$ cat src/rtl/router_sync_param_if.sv
// router_sync_param_if -- bundle of the FSM-side and FIFO-side signals of the
// router synchroniser. The master modport drives the request/status inputs
// (FSM, FIFOs, destinations); the slave modport is the synchroniser itself.
interface router_sync_param_if #(
  parameter int NUM_PORTS = 3,
  parameter int ADDR_W    = 2
);
  // Requests and status into the synchroniser
  logic [ADDR_W-1:0]    data_in;
  logic                 detect_add;
  logic                 write_enb_reg;
  logic [NUM_PORTS-1:0] full;
  logic [NUM_PORTS-1:0] empty;
  logic [NUM_PORTS-1:0] read_enb;

  // Steering and status out of the synchroniser
  logic [NUM_PORTS-1:0] write_enb;
  logic                 fifo_full;
  logic [NUM_PORTS-1:0] vld_out;
  logic [NUM_PORTS-1:0] soft_reset;
  logic                 addr_err;

  modport master (
    output data_in, detect_add, write_enb_reg, full, empty, read_enb,
    input  write_enb, fifo_full, vld_out, soft_reset, addr_err
  );

  modport slave (
    input  data_in, detect_add, write_enb_reg, full, empty, read_enb,
    output write_enb, fifo_full, vld_out, soft_reset, addr_err
  );
endinterface

$ cat src/rtl/router_sync_param.sv
// router_sync_param -- synchroniser between the router FSM and NUM_PORTS
// output FIFOs. Latches the destination address from the header, steers the
// write enable to that FIFO, returns its full flag, drives per-port valid and
// issues a one-cycle soft reset to any FIFO left unread for TIMEOUT cycles.
// Optional build macro ROUTER_SYNC_STATS_EN adds the sr_count output: one
// saturating 8-bit soft-reset pulse counter per port.
module router_sync_param #(
  parameter int NUM_PORTS = 3,
  parameter int ADDR_W    = 2,
  parameter int TIMEOUT   = 30
) (
  input  logic                      clk,
  input  logic                      resetn,
  router_sync_param_if.slave        bus
`ifdef ROUTER_SYNC_STATS_EN
  ,
  output logic [NUM_PORTS*8-1:0]    sr_count
`endif
);

  // Counter only ever reaches TIMEOUT-1, so clog2(TIMEOUT) bits suffice.
  localparam int                CNT_W    = $clog2(TIMEOUT);
  localparam logic [CNT_W-1:0]  CNT_LAST = CNT_W'(TIMEOUT - 1);

  logic [ADDR_W-1:0]    addr_reg;
  logic                 addr_err_reg;
  logic                 addr_out_of_range;
  logic [NUM_PORTS-1:0] addr_hit;
  logic [NUM_PORTS-1:0] write_enb_next;
  logic                 fifo_full_next;
  logic [NUM_PORTS-1:0] vld_out_next;
  logic [NUM_PORTS-1:0] soft_reset_reg;

  // A header addressing a non-existent port is flagged and blocks all writes.
  assign addr_out_of_range = int'(bus.data_in) >= NUM_PORTS;

  // Capture the destination address and its validity on each header strobe.
  always_ff @(posedge clk or negedge resetn) begin
    if (!resetn) begin
      addr_reg     <= '0;
      addr_err_reg <= 1'b0;
    end else if (bus.detect_add) begin
      addr_reg     <= bus.data_in;
      addr_err_reg <= addr_out_of_range;
    end
  end

  // Per-port decode of the latched address; at most one bit can match.
  for (genvar gi = 0; gi < NUM_PORTS; gi++) begin : g_decode
    assign addr_hit[gi] = (addr_reg == ADDR_W'(gi));
  end

  // Write steering and full mux are gated off while reset is held, so the FSM
  // never sees a write or full indication from a FIFO that is being reset.
  assign write_enb_next = (resetn && bus.write_enb_reg && !addr_err_reg)
                          ? addr_hit : '0;
  assign fifo_full_next = resetn && !addr_err_reg && (|(bus.full & addr_hit));

  // Valid-out is purely the inverted empty flag; no pipeline stage.
  assign vld_out_next = ~bus.empty;

  for (genvar gi = 0; gi < NUM_PORTS; gi++) begin : g_port
    logic [CNT_W-1:0] cnt_reg;
    logic             stall;
    logic             fire;

    // A port stalls when it holds data that the destination is not reading.
    assign stall = vld_out_next[gi] && !bus.read_enb[gi];
    // Fire on the edge that completes TIMEOUT stalled cycles; never during
    // a pulse, which is what keeps the pulse exactly one cycle wide.
    assign fire  = !soft_reset_reg[gi] && stall && (cnt_reg == CNT_LAST);

    // Stall timer: pulse clears and restarts, stall counts, anything else restarts.
    always_ff @(posedge clk or negedge resetn) begin
      if (!resetn) begin
        cnt_reg            <= '0;
        soft_reset_reg[gi] <= 1'b0;
      end else if (soft_reset_reg[gi]) begin
        cnt_reg            <= '0;
        soft_reset_reg[gi] <= 1'b0;
      end else if (stall) begin
        if (cnt_reg == CNT_LAST) begin
          cnt_reg            <= '0;
          soft_reset_reg[gi] <= 1'b1;
        end else begin
          cnt_reg <= cnt_reg + 1'b1;
        end
      end else begin
        cnt_reg <= '0;
      end
    end

`ifdef ROUTER_SYNC_STATS_EN
    logic [7:0] sr_count_reg;

    // Count issued pulses, sticking at 255 rather than wrapping.
    always_ff @(posedge clk or negedge resetn) begin
      if (!resetn) begin
        sr_count_reg <= '0;
      end else if (fire && (sr_count_reg != 8'hFF)) begin
        sr_count_reg <= sr_count_reg + 8'd1;
      end
    end

    assign sr_count[gi*8 +: 8] = sr_count_reg;
`else
    // Without the statistics counters the fire strobe has no consumer.
    logic unused_fire;
    assign unused_fire = fire;
`endif
  end

  assign bus.write_enb  = write_enb_next;
  assign bus.fifo_full  = fifo_full_next;
  assign bus.vld_out    = vld_out_next;
  assign bus.soft_reset = soft_reset_reg;
  assign bus.addr_err   = addr_err_reg;

endmodule
$ cat src/flat_wrapper.sv
// flat-port wrapper written by rule: the top's interface ports become plain ports
module router_sync_param_flat 
#(
  parameter int NUM_PORTS = 3,
  parameter int ADDR_W    = 2,
  parameter int TIMEOUT   = 30
)
  (clk, resetn, bus_data_in, bus_detect_add, bus_write_enb_reg, bus_full, bus_empty, bus_read_enb, bus_write_enb, bus_fifo_full, bus_vld_out, bus_soft_reset, bus_addr_err);
  router_sync_param_if #(.NUM_PORTS(NUM_PORTS), .ADDR_W(ADDR_W)) bus_i ();
  input  logic clk;
  input  logic resetn;
  input wire logic [$bits(bus_i.data_in)-1:0] bus_data_in;
  input wire logic [$bits(bus_i.detect_add)-1:0] bus_detect_add;
  input wire logic [$bits(bus_i.write_enb_reg)-1:0] bus_write_enb_reg;
  input wire logic [$bits(bus_i.full)-1:0] bus_full;
  input wire logic [$bits(bus_i.empty)-1:0] bus_empty;
  input wire logic [$bits(bus_i.read_enb)-1:0] bus_read_enb;
  output wire logic [$bits(bus_i.write_enb)-1:0] bus_write_enb;
  output wire logic [$bits(bus_i.fifo_full)-1:0] bus_fifo_full;
  output wire logic [$bits(bus_i.vld_out)-1:0] bus_vld_out;
  output wire logic [$bits(bus_i.soft_reset)-1:0] bus_soft_reset;
  output wire logic [$bits(bus_i.addr_err)-1:0] bus_addr_err;
  assign bus_i.data_in = bus_data_in;
  assign bus_i.detect_add = bus_detect_add;
  assign bus_i.write_enb_reg = bus_write_enb_reg;
  assign bus_i.full = bus_full;
  assign bus_i.empty = bus_empty;
  assign bus_i.read_enb = bus_read_enb;
  assign bus_write_enb = bus_i.write_enb;
  assign bus_fifo_full = bus_i.fifo_full;
  assign bus_vld_out = bus_i.vld_out;
  assign bus_soft_reset = bus_i.soft_reset;
  assign bus_addr_err = bus_i.addr_err;
  router_sync_param #(.NUM_PORTS(NUM_PORTS), .ADDR_W(ADDR_W), .TIMEOUT(TIMEOUT)) u_core (.clk(clk), .resetn(resetn), .bus(bus_i));
endmodule
$ cat config.mk
export PLATFORM = sky130hd
export DESIGN_NAME = router_sync_param_flat
export DESIGN_NICKNAME = d
export VERILOG_FILES = /design/src/rtl/router_sync_param_if.sv /design/src/rtl/router_sync_param.sv /design/src/flat_wrapper.sv
export SDC_FILE = /design/constraint.sdc
export NUM_CORES = 1
export LEC_CHECK = 0
export CORE_UTILIZATION = 46
export CTS_CLUSTER_SIZE = 14
export DETAILED_ROUTE_END_ITERATION = 7
export MAX_ROUTING_LAYER = met4
export PLACE_DENSITY = 0.86
export SLEW_MARGIN = 20
export SYNTH_ARGS = -nofsm -noshare
export SYNTH_HDL_FRONTEND = slang
export SYNTH_SLANG_ARGS = --single-unit
export TNS_END_PERCENT = 5
$ cat constraint.sdc
create_clock -name clk -period 1.2 [get_ports clk]
set_input_delay 0.24 -clock clk [delete_from_list [all_inputs] [get_ports clk]]
set_output_delay 0.24 -clock clk [all_outputs]
set_load 0.005 [all_outputs]
Yosys cells after proc, flatten, opt, wreduce, memory -nomap -nowiden
Cells that the tools add are included.

word-level totals
  logic and storage cells = 51
  output and inout bits = 11
  register bits after elaboration = 21
  bits of input ports = 15

cells by class
  bitwise gates (word level) = 2
  multiplexer cells = 19
  reductions and logical operators = 13
  order comparisons = 1
  add/sub/neg operators = 3
  eq/ne operators = 5

operators with widths
  operator                                                          count
  5-bit two-way mux                                                 9
  5-bit by 1-bit adder with 5-bit output (second input constant)    3
  5-bit == test (second input constant)                             3
  1-bit two-way mux                                                 9
  1-bit logical AND                                                 7
  1-bit zero test                                                   4
  3-bit AND                                                         1
  3-bit two-way mux                                                 1
  3-bit inverter                                                    1
  3-bit OR reduction                                                1
  2-bit by 1-bit == test with 1-bit output (second input constant)  1
  2-bit == test (second input constant)                             1
  2-bit >= comparator (second input constant)                       1
  2-bit zero test                                                   1

Logic depth before layout (Yosys ltp)
Gate-level depths: netlist (run 1).

  word-level depth = 4
  gate-level depth with buffers = 5
  depth with buffers taken out = 5

Worst setup path after synthesis (run 1)
No wires, ideal clock.

  path kind = reg-to-output
  start point = reg u_core.addr_reg[1]
  end point = out bus_fifo_full
  data arrival time = 0.806 ns
  stages on the path, launching flop included = 4
  data required time = 0.960 ns
  slack = 0.154 ns
  buffers on the path = 0
  path through = dfrtp_1 > mux2i_1 > o21ai_1 > and3_1

between the ends
  cells in the longest elaborated chain, start to end = 4
  elaborated cells on any way between the ends = 6
  those cells by class = eq/ne: 2; bitwise: 1; reduce/logical: 3

RTL lines
  item                                                                    line                     text
  start, declared                                                         router_sync_param.sv:25  logic [ADDR_W-1:0] addr_reg;
  start signal, assigned                                                  router_sync_param.sv:43  addr_reg <= bus.data_in;
  2-bit by 1-bit == test with 1-bit output, or another cell as far along  router_sync_param.sv:50  assign addr_hit[gi] = (addr_reg == ADDR_W'(gi));
  3-bit AND (*)                                                           router_sync_param.sv:57  assign fifo_full_next = resetn && !addr_err_reg && (|(bus.full & addr_hit));
  3-bit OR reduction (*)                                                  router_sync_param.sv:57
  1-bit logical AND (*)                                                   router_sync_param.sv:57
  end, declared                                                           flat_wrapper.sv:19       output wire logic [$bits(bus_i.fifo_full)-1:0] bus_fifo_full;

Every way passes the cells marked *; elsewhere a longest branch is shown, timed or not.

Worst setup path in the final report (run 1)
Same ends and word-level chain as after synthesis.

==> reports/results.ini, run 1 <==
[run_status]
status = complete, but fails checks
violations = negative setup slack

[drt]
post-route-drc-count = 0
first_iter_violations = 12
via_count = 716
vias_per_cell = 4.77
wirelength_um = 1750
ant_nets = 0
wire_per_inst_um = 11.7
dr.pass1.iters = 3

[clock_tree]
htreeDepth = 1
path_clk_slew_ns = 0.11
cts.sink_count = 21
numCtsBuffers = 3
clk_path_buf_depth = 2
clkLatencyLatePin_ns = 0.30
cts_tree = yes
root_buffer = clkbuf_4

[cells_and_area]
largest_reg_flops = 15
fillCellCount = 176
syn2layout_area_growth_pct = 36.1
final_design_area_no_fill_mm2 = 0.00128
fin_nets = 145
drive_above_1_share_pct = 13.0
multiInputGateArea_um2 = 395
finalNonFillerCells = 150
antennaDiodeCount = 0
ff_latch_area_um2 = 526

[place]
portBuffers = 25
routabilityCongestion = 0.712
dp.cells = 145
dpl_worst_slack_ns = -0.686
hpwl_um = 1420
place_area_mm2 = 0.00126

[worst_setup_path]
worstPathRequired_ns = 0.96
reg2reg_to = u_core.g_port[1].cnt_reg[2]$_DFF_PN0_
cp_max_fo = 2
ff2ff_setup_slack_ns = 0.10
crit_path_start_kind = flop
r2r_cells = 4
criticalPathCategory = flop to output pin
worstSetupEndpointType = output pin
timing.rr.start = u_core.g_port[1].cnt_reg[0]$_DFF_PN0_
arrival_ns = 1.30

[synth]
synthDistinctLibCells = 19
synth_top_area_cell = dfrtp_1
synthFlopType = dfrtp_1
synthCells = 88
synthesis.area_um2 = 942
ys_ff_latch = 21
synth_area_leaders = dfrtp_1 (56%), ha_1 (8.0%), nor2_1 (6.0%)
yosysMostFrequentCell = dfrtp_1
synth_top_cell_area_share_pct = 55.8
syn_nets = 109
post_synth.cell_area_avg_um2 = 10.7
ys_async_sr_fraction_pct = 100
yosys_warnings = 0
ys_top_cells_by_count = dfrtp_1 (21), nor2_1 (15), nand3_1 (8)
yosysSeqAreaShare_pct = 55.8
synth_edf_count = 0

[grt]
antenna_found_initial = 0
met2_usage_pct = 35.1
grt_use_total_pct = 19.7
met1_usage_pct = 21.9
grt_pass1_vias = 678
grt.busiest_layer = met2
grt_pass1_wl_um = 2920
use_met3_pct = 5.77
grt-ovfl-total = 0
grt_max_degree = 14

[timing]
fin_skew_ns = 0.00807
slew_viol_final = 0
finalCriticalPeriod_ns = 1.54
setup_viol = 4
rsz0062_at_grt = true
holdWs_ns = 0.0436
relSlewSlack_pct = 84.1
worstMarginPinSlew_ns = 0.236
finalCritPeriodShare_pct = 128
hold_viol = 0
layout_setup_ws_ns = -0.336
fmax_mhz = 651

[die]
io_pins = 26
die_y_um = 47.3
die_area_mm2 = 0.00223
start_util_pct = 48.5
num_rows = 16
die_x_um = 47.3
core_area_mm2 = 0.00194

[job]
max_cap_violations = 0

[min_path]
hold_path_class = primary input to async pin

[power]
cellPowerDensity_mw_per_mm2 = 964
vdd.ir_drop.worst_mv = 1.08
p_leak_uw = 0.000608

-- how the worst max path moves through the flow --
stage / start / end / cells after the start
after CTS: u_core.addr_reg[1]$_DFFE_PN0P_ / bus_fifo_full / 5
after floorplan: u_core.addr_reg[1]$_DFFE_PN0P_ / bus_fifo_full / 3
after global placement: resetn / bus_write_enb[2] / 4
after global routing: u_core.addr_reg[1]$_DFFE_PN0P_ / bus_fifo_full / 5
final: u_core.addr_reg[1]$_DFFE_PN0P_ / bus_fifo_full / 5
after detailed placement: resetn / bus_write_enb[2] / 4
-- per-layer routing --
| metal | share of wire [%] | wire length, um |
|---|---|---|
| met1 | 42 | 732 |
| met2 | 55 | 958 |
| met3 | 2.7 | 48 |
| met4 | 0.80 | 14 |
| met5 | 0 | 0 |
-- layout by cell type, fill, tap and decap left out, types with 2 or more instances in the layout --
| cell type | synthesis | layout |
|---|---|---|
| dfrtp_1 | 21 | 21 |
| nor2_1 | 15 | 15 |
| clkdlybuf4s50_1 | 0 | 10 |
| nand3_1 | 8 | 7 |
| dlygate4sd2_1 | 0 | 7 |
| inv_1 | 6 | 6 |
| xor2_1 | 6 | 6 |
| ha_1 | 6 | 6 |
| nor3_1 | 4 | 4 |
| buf_4 | 0 | 4 |
| nand4_1 | 3 | 3 |
| nand2_1 | 3 | 3 |
| xnor2_1 | 3 | 3 |
| nor2b_1 | 3 | 3 |
| clkbuf_4 | 0 | 3 |
| clkdlybuf4s15_1 | 0 | 3 |
| nor3b_1 | 2 | 2 |
| mux2_1 | 2 | 2 |
| buf_2 | 0 | 2 |
| clkbuf_2 | 0 | 2 |
| buf_6 | 0 | 2 |
-- logic make-up after synthesis --
group | count (synthesis) | synth area share (%)
multiplexers | 3 | 3.45
AND/OR/NAND/NOR | 40 | 20.6
buffers and inverters | 7 | 2.79
XOR/XNOR | 9 | 8.37
flip-flops | 21 | 55.8
adder cells (fa/ha/maj) | 6 | 7.97
AO/OA/AOI/OAI | 2 | 1.06
-- worst max-delay path: stages (launching register included) --
cell and delay, ns:
dfrtp_1 0.40, buf_6 0.12, mux2i_1 0.10, o21ai_1 0.12, and3_1 0.15, buf_2 0.11
-- stage by stage --
stage	power, uW	utilization (%)	setup TNS, ns
3_5_place_dp	929	65.1	-4.39
5_1_grt	1310	66.0	-1.49
6_report	1240	66.0	-1.12
4_1_cts	1260	66.6	-1.20
3_3_place_gp	923	65.1	-4.05
2_1_floorplan	808	-	0
-- timing repair --
action / 4_1_cts / 5_1_grt
hold buffers: 0 / 0
gates resized for setup: 31 / 2
setup buffers: 1 / 0
pin swaps: 2 / 0
endpoints found under the setup margin: 11 / 6
-- power breakdown --
part | switching [uW] | leakage [uW] | internal (uW) | total (uW)
Combinational | 67.3 | 0.000308 | 97.4 | 165
Sequential | 18.0 | 0.000285 | 726 | 744
Clock | 198 | 0.0000150 | 130 | 328
-- final cells by class --
type                       instances  area share [%]
timing repair buffer              31            21.5
sequential                        21            41.0
multi-input combinational         60            30.8
tap                               27            2.63
inverter                           7            2.05
clock buffer                       4            2.05
Power figures use the tool's default switching activity.
==> run 2, diff against run 1 <==
SLEW_MARGIN = 15   (was 20)
==> results of run 2 <==
The final DEF is identical to that of run 1; final timing and power are the same.
